### src/rtl/risc_spm_pkg.sv
// Shared definitions for the RISC-SPM control unit: opcodes, controller
// states, bus-2 select codes and small classification helpers.
package risc_spm_pkg;

    localparam logic [3:0] OP_NOP  = 4'h0;
    localparam logic [3:0] OP_ADD  = 4'h1;
    localparam logic [3:0] OP_SUB  = 4'h2;
    localparam logic [3:0] OP_AND  = 4'h3;
    localparam logic [3:0] OP_NOT  = 4'h4;
    localparam logic [3:0] OP_RD   = 4'h5;
    localparam logic [3:0] OP_WR   = 4'h6;
    localparam logic [3:0] OP_BR   = 4'h7;
    localparam logic [3:0] OP_BRZ  = 4'h8;
    localparam logic [3:0] OP_HALT = 4'hF;

    localparam logic [1:0] SEL2_ALU  = 2'd0;
    localparam logic [1:0] SEL2_BUS1 = 2'd1;
    localparam logic [1:0] SEL2_MEM  = 2'd2;
    localparam logic [1:0] SEL2_RSVD = 2'd3;

    typedef enum logic [3:0] {
        S_IDLE,
        S_FET1,
        S_FET2,
        S_DEC,
        S_EX1,
        S_RD1,
        S_RD2,
        S_WR1,
        S_WR2,
        S_BR1,
        S_BR2,
        S_HALT
    } state_t;

    // States that talk to memory and therefore wait on mem_ready
    function automatic logic is_mem_state(input state_t s);
        return (s == S_FET2) || (s == S_RD1) || (s == S_RD2) ||
               (s == S_WR1)  || (s == S_WR2) || (s == S_BR1) || (s == S_BR2);
    endfunction

    // Opcodes 9..E have no meaning and stop the machine with an error
    function automatic logic is_illegal(input logic [3:0] op);
        return (op >= 4'h9) && (op <= 4'hE);
    endfunction

endpackage

### src/rtl/risc_spm_ctrl_dec.sv
// Combinational output decoder: turns the current state, IR fields, zero
// flag and memory handshake into datapath strobes and bus selects.
module risc_spm_ctrl_dec
    import risc_spm_pkg::*;
#(
    parameter int WORD_SIZE  = 8,
    parameter int REG_ADDR_W = 2,
    parameter int NUM_REGS   = 1 << REG_ADDR_W,
    parameter int SEL1_W     = $clog2(NUM_REGS + 1)
) (
    input  state_t                state,
    input  logic [WORD_SIZE-1:0]  instruction,
    input  logic                  zero,
    input  logic                  mem_ready,
    output logic [NUM_REGS-1:0]   load_reg,
    output logic                  load_pc,
    output logic                  inc_pc,
    output logic                  load_ir,
    output logic                  load_add_r,
    output logic                  load_reg_y,
    output logic                  load_reg_z,
    output logic [SEL1_W-1:0]     sel_bus_1,
    output logic [1:0]            sel_bus_2,
    output logic                  mem_req,
    output logic                  write,
    output logic                  halted
);

    localparam logic [SEL1_W-1:0] SEL1_PC = SEL1_W'(NUM_REGS);

    logic [3:0]            opcode;
    logic [REG_ADDR_W-1:0] src;
    logic [REG_ADDR_W-1:0] dest;
    logic [NUM_REGS-1:0]   dest_hot;

    assign opcode   = instruction[WORD_SIZE-1 -: 4];
    assign src      = instruction[2*REG_ADDR_W-1:REG_ADDR_W];
    assign dest     = instruction[REG_ADDR_W-1:0];
    assign dest_hot = {{(NUM_REGS-1){1'b0}}, 1'b1} << dest;

    // Per-state outputs; memory states only fire strobes once mem_ready is seen
    always_comb begin
        load_reg   = '0;
        load_pc    = 1'b0;
        inc_pc     = 1'b0;
        load_ir    = 1'b0;
        load_add_r = 1'b0;
        load_reg_y = 1'b0;
        load_reg_z = 1'b0;
        sel_bus_1  = '0;
        sel_bus_2  = SEL2_ALU;
        mem_req    = is_mem_state(state);
        write      = 1'b0;
        halted     = 1'b0;
        case (state)
            S_FET1: begin
                sel_bus_1  = SEL1_PC;
                load_add_r = 1'b1;
            end
            S_FET2: begin
                sel_bus_2 = SEL2_MEM;
                load_ir   = mem_ready;
                inc_pc    = mem_ready;
            end
            S_DEC: begin
                case (opcode)
                    OP_ADD, OP_SUB, OP_AND: begin
                        sel_bus_1  = SEL1_W'(src);
                        load_reg_y = 1'b1;
                    end
                    OP_NOT: begin
                        sel_bus_1  = SEL1_W'(src);
                        sel_bus_2  = SEL2_ALU;
                        load_reg   = dest_hot;
                        load_reg_z = 1'b1;
                    end
                    OP_RD, OP_WR, OP_BR: begin
                        sel_bus_1  = SEL1_PC;
                        load_add_r = 1'b1;
                    end
                    OP_BRZ: begin
                        if (zero) begin
                            sel_bus_1  = SEL1_PC;
                            load_add_r = 1'b1;
                        end else begin
                            inc_pc = 1'b1;
                        end
                    end
                    default: begin
                    end
                endcase
            end
            S_EX1: begin
                sel_bus_1  = SEL1_W'(dest);
                sel_bus_2  = SEL2_ALU;
                load_reg   = dest_hot;
                load_reg_z = 1'b1;
            end
            S_RD1, S_WR1: begin
                sel_bus_2  = SEL2_MEM;
                load_add_r = mem_ready;
                inc_pc     = mem_ready;
            end
            S_RD2: begin
                sel_bus_2 = SEL2_MEM;
                load_reg  = mem_ready ? dest_hot : '0;
            end
            S_WR2: begin
                sel_bus_1 = SEL1_W'(src);
                write     = mem_ready;
            end
            S_BR1: begin
                sel_bus_2  = SEL2_MEM;
                load_add_r = mem_ready;
            end
            S_BR2: begin
                sel_bus_2 = SEL2_MEM;
                load_pc   = mem_ready;
            end
            S_HALT: begin
                halted = 1'b1;
            end
            default: begin
            end
        endcase
    end

endmodule

### src/rtl/risc_spm_ctrl.sv
// RISC-SPM control unit: state register, sticky error flag and next-state
// sequencing; output decoding lives in risc_spm_ctrl_dec.
module risc_spm_ctrl
    import risc_spm_pkg::*;
#(
    parameter int WORD_SIZE  = 8,
    parameter int REG_ADDR_W = 2,
    parameter int NUM_REGS   = 1 << REG_ADDR_W,
    parameter int SEL1_W     = $clog2(NUM_REGS + 1)
) (
    input  logic                  clk,
    input  logic                  rst,
    input  logic [WORD_SIZE-1:0]  instruction,
    input  logic                  zero,
    input  logic                  mem_ready,
    output logic [NUM_REGS-1:0]   load_reg,
    output logic                  load_pc,
    output logic                  inc_pc,
    output logic                  load_ir,
    output logic                  load_add_r,
    output logic                  load_reg_y,
    output logic                  load_reg_z,
    output logic [SEL1_W-1:0]     sel_bus_1,
    output logic [1:0]            sel_bus_2,
    output logic                  mem_req,
    output logic                  write,
    output logic                  halted,
    output logic                  err
);

    state_t     state;
    state_t     state_next;
    logic       err_next;
    logic [3:0] opcode;

    assign opcode = instruction[WORD_SIZE-1 -: 4];

    // State and error flag; reset aborts any instruction in flight
    always_ff @(posedge clk or negedge rst) begin
        if (!rst) begin
            state <= S_IDLE;
            err   <= 1'b0;
        end else begin
            state <= state_next;
            err   <= err_next;
        end
    end

    // Sequencing: memory states advance only on mem_ready, HALT is terminal
    always_comb begin
        state_next = state;
        err_next   = err;
        case (state)
            S_IDLE: state_next = S_FET1;
            S_FET1: state_next = S_FET2;
            S_FET2: if (mem_ready) state_next = S_DEC;
            S_DEC: begin
                case (opcode)
                    OP_NOP:                 state_next = S_FET1;
                    OP_ADD, OP_SUB, OP_AND: state_next = S_EX1;
                    OP_NOT:                 state_next = S_FET1;
                    OP_RD:                  state_next = S_RD1;
                    OP_WR:                  state_next = S_WR1;
                    OP_BR:                  state_next = S_BR1;
                    OP_BRZ:                 state_next = zero ? S_BR1 : S_FET1;
                    OP_HALT:                state_next = S_HALT;
                    default: begin
                        state_next = S_HALT;
                        err_next   = is_illegal(opcode);
                    end
                endcase
            end
            S_EX1:  state_next = S_FET1;
            S_RD1:  if (mem_ready) state_next = S_RD2;
            S_RD2:  if (mem_ready) state_next = S_FET1;
            S_WR1:  if (mem_ready) state_next = S_WR2;
            S_WR2:  if (mem_ready) state_next = S_FET1;
            S_BR1:  if (mem_ready) state_next = S_BR2;
            S_BR2:  if (mem_ready) state_next = S_FET1;
            S_HALT: state_next = S_HALT;
            default: state_next = S_IDLE;
        endcase
    end

    risc_spm_ctrl_dec #(
        .WORD_SIZE  (WORD_SIZE),
        .REG_ADDR_W (REG_ADDR_W),
        .NUM_REGS   (NUM_REGS),
        .SEL1_W     (SEL1_W)
    ) u_dec (
        .state       (state),
        .instruction (instruction),
        .zero        (zero),
        .mem_ready   (mem_ready),
        .load_reg    (load_reg),
        .load_pc     (load_pc),
        .inc_pc      (inc_pc),
        .load_ir     (load_ir),
        .load_add_r  (load_add_r),
        .load_reg_y  (load_reg_y),
        .load_reg_z  (load_reg_z),
        .sel_bus_1   (sel_bus_1),
        .sel_bus_2   (sel_bus_2),
        .mem_req     (mem_req),
        .write       (write),
        .halted      (halted)
    );

endmodule

### config.mk
export PLATFORM = sky130hd
export DESIGN_NAME = risc_spm_ctrl
export DESIGN_NICKNAME = d
export VERILOG_FILES = /design/src/rtl/risc_spm_pkg.sv /design/src/rtl/risc_spm_ctrl_dec.sv /design/src/rtl/risc_spm_ctrl.sv
export SDC_FILE = /design/constraint.sdc
export NUM_CORES = 1
export LEC_CHECK = 0
export CORE_ASPECT_RATIO = 1.1
export CORE_MARGIN = 2
export CORE_UTILIZATION = 46
export CTS_CLUSTER_SIZE = 28
export DETAILED_ROUTE_END_ITERATION = 8
export PLACE_DENSITY = 0.89
export SLEW_MARGIN = 5
export SYNTH_ARGS = -nofsm -noshare
export SYNTH_HDL_FRONTEND = slang
export SYNTH_SLANG_ARGS = --single-unit
### constraint.sdc
create_clock -name clk -period 3.7 [get_ports clk]
set_input_delay 0.555 -clock clk [delete_from_list [all_inputs] [get_ports clk]]
set_output_delay 0.555 -clock clk [all_outputs]
set_load 0.005 [all_outputs]
==> results.ini, run 1 <==
[layout]
fin_area_sq_um=1050
regArea_sq_um=125
multi_input_area_sq_um=587
fillCellCount=138
area_growth_pct=34.1
n_antenna_cell=0
fin_nets=137
finalNonFillerCells=141
drive_gt1_share_pct=9.68

[synthesis]
synthCells=103
muxShareOfSynthArea_pct=2.55
ys_seq_elements=5
synth-compound-area-share_pct=31.7
ys_seq_area_share_pct=15.9
yosys_warnings=0
synth_xor_area_share_pct=0
ys_types=48
synth_top_family_by_area=simple AND/OR/NAND/NOR gates
synthFlopType=dfrtp_1
synth_area_sq_um=786
synth-simple-area-share_pct=40.0
synth_nets=115
yosysTopAreaCell=dfrtp_1
synth_top_area_share_pct=15.9
avgSynthCellArea_sq_um=7.63
synthTopCellsByCount=a21oi_1, nor2_1, o21ai_0
synth-async-reset-ratio_pct=100
synth_adder_area_share_pct=0
synth_area_leaders=dfrtp_1, a21oi_1, o21ai_0
synth-edff-count=0

[hold_path]
hold_class=reg2reg
min_path_cells=1
holdPathEnd=err$_DFFE_PN0P_
hp-start=err$_DFFE_PN0P_

[placed_design]
placed_area_sq_um=1030
dp_hpwl_mm=1.50
dp_worst_setup_slack_ns=0.639
portBuffers=29
place_congestion=0.907
placed_cells=137

[routing]
via_per_inst=6.22
ant_nets=0
post_drt_wl_per_cell_microns=14.0
num_vias=877
drcViolationCount=0
finalWirelength_mm=1.97
drt_iter0_drc=21
first_pass_iters=4

[cts]
cts_root_buf=clkbuf_4
postCtsSetupBuffers=0
cts_tree=done
cts.htree.levels=1
cts_resized=0
path_clk_slew_ns=0.04
cts_made_buffers=3
clock-sinks=5
cts_max_path_buffers=2
clk_latency_ns=0.23
cts_hold_buf=0

[timing]
slew_headroom_pct=51.8
finalSetupViolCount=0
period_share_pct=82.9
slew_viol_final=0
min_period_ns=3.07
worstMarginPinSlew_ns=0.724
finalSetupTns_ns=0
fmax_mhz=326
fin_ws_ns=0.632
rsz0062_at_grt=false
finalHoldViolations=0
hold_ws_ns=0.474
skew_ns=0.00104

[floorplanning]
io_pins=31
start_util_pct=49.3
fp-row-count=15
fp.coreArea_sq_um=1600
die_w_microns=43.4
die-area_sq_um=2060
die-height_microns=47.3

[global_route]
grt_use_total_pct=19.7
overflow=0
antenna_found_initial=0
grt_pass1_vias=718
grt_pass1_wl_mm=2.99
grt_max_degree=25

[critical_path]
cp-end-kind=primary output
cpMostUsedCell=clkdlybuf4s50_1
critPathKind=in2out
path_max_fanout=9
r2r-end=state[3]$_DFFE_PN0P_
crit_chain=clkdlybuf4s50_1 -> o21ba_2 -> nand2_1 -> a311oi_1 -> a211o_1 -> clkdlybuf4s50_1
crit_arrival_ns=2.51
worstSetupStartpointType=primary input
r2r-start=state[2]$_DFFE_PN0P_
cpPeakStageDelay_ns=0.55
reg2reg_depth=4
reg2reg_slack_ns=2.12
critical_path.slowest_cell=clkdlybuf4s50_1
required_ns=3.14

[flow_run]
maxCapViolations=0

[power_and_ir_drop]
worst_ir_drop_vdd_uv=487
p_leak_nw=0.385
p_per_area_nw_per_um2=668

[status]
outcome=finished, final reports clean

[cells in the final DEF (no fill, tap or decap), drive strengths merged, types with 2 or more instances in the layout]
master         netlist  routed
clkdlybuf4s50        0      29
nor2                 8       8
a21oi                8       8
o21ai                7       7
nor2b                5       5
nand2                5       5
dfrtp                5       5
nand2b               4       4
nand3                4       4
clkbuf               3       4
nor4b                4       4
nor3                 3       3
a22oi                2       2
and3                 2       2
mux2i                2       2
nand3b               2       2
a21o                 2       2
nor3b                2       2
a41o                 2       2
a31oi                2       2
nor4                 2       2
[flip-flops by register name (all words and copies together), names as in the netlist]
signal / cells
err: 1
state: 4
[metal layers]
layer  global-route usage, %  wire, microns  up-vias
met3                    3.46            123        4
met2                    37.0            990       39
met4                    10.9             29        0
met1                    21.2            825      404
met5                       0              0        -
li1                        -              -      430
[cell families after synthesis]
family | after synthesis
simple gates | 48
compound gates | 34
buf+inv | 13
flops | 5
mux | 2
other cells | 1
[report_power, final]
| group | internal (mW) | switching, mW |
|---|---|---|
| combinational | 0.263 | 0.188 |
| sequential | 0.0768 | 0.117 |
| clock | 0.0405 | 0.0189 |
| total | 0.381 | 0.323 |
[through the flow]
stage	total power [mW]	util [%]
global placement	0.631	64.4
global route	0.763	66.0
floorplan	0.491	-
detailed placement	0.642	64.4
CTS	0.705	66.0
finish	0.704	66.0
[worst max-delay path: cells and delay by family]
family,cells,cell delay (ns)
buffers and inverters,2,1.04
AOI/OAI and AO/OA,3,0.86
and+or+nand+nor,1,0.06
[cell type report]
class | instances | area share, %
repair buffers | 29 | 27.6
clock buffers | 4 | 2.49
inverters | 1 | 0.356
multi-input cells | 85 | 55.7
flip-flops and latches | 5 | 11.9
well taps | 17 | 2.02
[how the worst max path moves through the flow]
stage                               from    endpoint  slack [ns]  cells after the start
after floorplan           instruction[7]  load_add_r        1.65                      5
after global placement    instruction[7]  load_add_r        0.62                      6
after detailed placement  instruction[7]  load_add_r        0.64                      6
after CTS                 instruction[7]  load_add_r        0.64                      6
after global routing      instruction[7]  load_add_r        0.52                      6
final                     instruction[7]  load_add_r        0.63                      6
(Power assumes the default switching activity.)
==> inputs of run 2 (changes only) <==
- CORE_UTILIZATION: 46 -> 39
- PLACE_DENSITY: 0.89 -> 0.81
- clock period: 3.7 -> 2.7 ns (I/O delays scaled with it)
==> run 2 against run 1 <==
Against the previous run:
- flip-flop and latch count is the same
- routed wire length grew 19%
- sequential power shrank 7%
- clock power grew 43%
- clock-buffer cell count is the same
- global-route usage grew 1.5 points
- register-to-register slack lost 0.94 ns
- highest routed layer unchanged
- die area grew 16%
- critical endpoint is now load_reg[2]
- largest cell class unchanged
==> results.ini, run 2 (synthesized netlist as in run 1, its figures left out) <==
[cts]
path_clk_slew_ns=0.04  ; about the same
clock-sinks=5  ; unchanged
cts_root_buf=clkbuf_4
cts_made_buffers=3  ; unchanged
cts_max_path_buffers=2  ; unchanged
cts.htree.levels=1  ; unchanged
clk_latency_ns=0.24  ; about the same
cts_tree=done

[global_route]
grt_use_total_pct=21.2  ; +1.5 points
antenna_found_initial=0  ; unchanged
grt_pass1_wl_mm=3.75  ; +26%
grt_max_degree=18  ; -28%
overflow=0  ; unchanged
grt_pass1_vias=897  ; +25%

[timing]
fmax_mhz=383
fin_ws_ns=0.0907  ; -0.541 ns
worstMarginPinSlew_ns=0.466  ; -0.258 ns
skew_ns=0.00225  ; +0.00121 ns
hold_ws_ns=0.381  ; -0.0934 ns
slew_viol_final=0  ; unchanged
finalHoldViolations=0  ; unchanged
finalSetupViolCount=0  ; unchanged
min_period_ns=2.61
rsz0062_at_grt=false
period_share_pct=96.6
slew_headroom_pct=68.1  ; +16 points

[placed_design]
portBuffers=29  ; unchanged
placed_cells=160  ; +17%
placed_area_sq_um=1130  ; +10%
dp_hpwl_mm=1.84  ; +23%
dp_worst_setup_slack_ns=-0.0280  ; -0.667 ns
place_congestion=0.881  ; -2.9%

[critical_path]
reg2reg_depth=5  ; +1
crit_arrival_ns=2.20  ; -0.31 ns
critPathKind=in2out
cp-end-kind=primary output
reg2reg_slack_ns=1.18  ; -0.94 ns
r2r-end=state[3]$_DFFE_PN0P_
worstSetupStartpointType=primary input
required_ns=2.30  ; -0.84 ns
r2r-start=state[3]$_DFFE_PN0P_
path_max_fanout=5  ; -4

[routing]
post_drt_wl_per_cell_microns=14.2  ; +1.4%
drt_iter0_drc=20  ; -4.8%
wl_met2_mm=1.12  ; +13%
drcViolationCount=0  ; unchanged
finalWirelength_mm=2.34  ; +19%
via_per_inst=5.77  ; -7.2%
routed-wl-met3_microns=167  ; +36%
maxUsedRoutingLayer=met4
first_pass_iters=4  ; unchanged
wl_met1_microns=933  ; +13%
ant_nets=0  ; unchanged
num_vias=952  ; +8.6%

[floorplanning]
io_pins=31  ; unchanged
fp-row-count=17  ; +2
die-area_sq_um=2390  ; +16%
start_util_pct=40.2  ; -9.1 points
die-height_microns=51.1  ; +7.9%
die_w_microns=46.8  ; +7.8%
fp.coreArea_sq_um=1960  ; +23%

[layout]
top_regs=state: 4 flops, err: 1 flops
multi_input_area_sq_um=598  ; +1.9%
fillCellCount=185  ; +34%
area_growth_pct=50.5
drive_gt1_share_pct=21.2  ; +11 points
regArea_sq_um=126  ; +1.0%
n_antenna_cell=0  ; unchanged
fin_area_sq_um=1180  ; +12%
finalNonFillerCells=165  ; +17%
largest_reg_flops=4  ; unchanged
mostFrequentLayoutCells=clkdlybuf4s50_1, buf_4, a21oi_1, o21ai_0, nor2_1
top_register=state
fin_nets=150  ; +9.5%
mostFrequentLayoutCell=clkdlybuf4s50_1

[power_and_ir_drop]
p_leak_nw=0.475  ; +24%
worst_ir_drop_vdd_uv=604  ; +24%
p_per_area_nw_per_um2=903  ; +35%

[status]
outcome=finished, final reports clean

[hold_path]
hold_class=in2async

[flow_run]
maxCapViolations=0  ; unchanged

run 2: changes by cell type in the layout (fill, tap and decap cells not counted), moves of 2 or more:
| cell | delta |
|---|---|
| nor2_1 | -2 |
| nor2_2 | +2 |
| buf_4 | +13 |
| clkdlybuf4s50_1 | -2 |
| dlymetal6s2s_1 | +2 |
run 2: worst max path at each step:
stage / endpoint / start / depth (start not counted)
finish: load_reg[2] / instruction[5] / 6
global route: load_add_r / instruction[5] / 6
CTS: load_reg[3] / instruction[4] / 6
detailed placement: load_add_r / instruction[7] / 6
global placement: load_add_r / instruction[7] / 6
floorplan: load_add_r / instruction[7] / 5
run 2: critical path: stages:
cell and delay (ns):
clkdlybuf4s50_1 0.49, nor2_2 0.19, a41o_2 0.26, a31oi_4 0.06, nor4_2 0.27, clkdlybuf4s50_1 0.54
run 2: metal layers:
metal / GRT usage [%] / up-vias
met2: 31.7 / 48
met5: 0 / -
met4: 15.7 / 0
li1: - / 456
met3: 3.89 / 12
met1: 25.9 / 436
run 2: report_power, final:
group	leakage, nW	switching [mW]	internal (mW)
registers	0.0562	0.0705	0.109
clock network	0.0150	0.0294	0.0558
logic	0.404	0.388	0.416
total	0.475	0.487	0.580
run 2: what timing repair did:
action | in CTS | in global routing
resized for setup | 1 | 5
hold buffers | 0 | 0
pin swaps | 0 | 4
setup endpoints to repair | 1 | 6
setup buffers | 0 | 1
run 2: area by class of cell:
type / instances / share of cell area (%)
Multi-Input combinational cell: 85 / 50.6
Timing Repair Buffer: 42 / 33.2
Sequential cell: 5 / 10.7
Tap cell: 28 / 2.96
Clock buffer: 4 / 2.22
Inverter: 1 / 0.317
run 2: through the flow:
stage	power (mW)	setup TNS [ns]	util, %
after CTS	1.06	0	59.5
after global routing	1.15	0	60.4
after detailed placement	0.963	-0.0280	57.8
final	1.07	0	60.4
after global placement	0.940	0	57.8
after floorplan	0.673	0	-
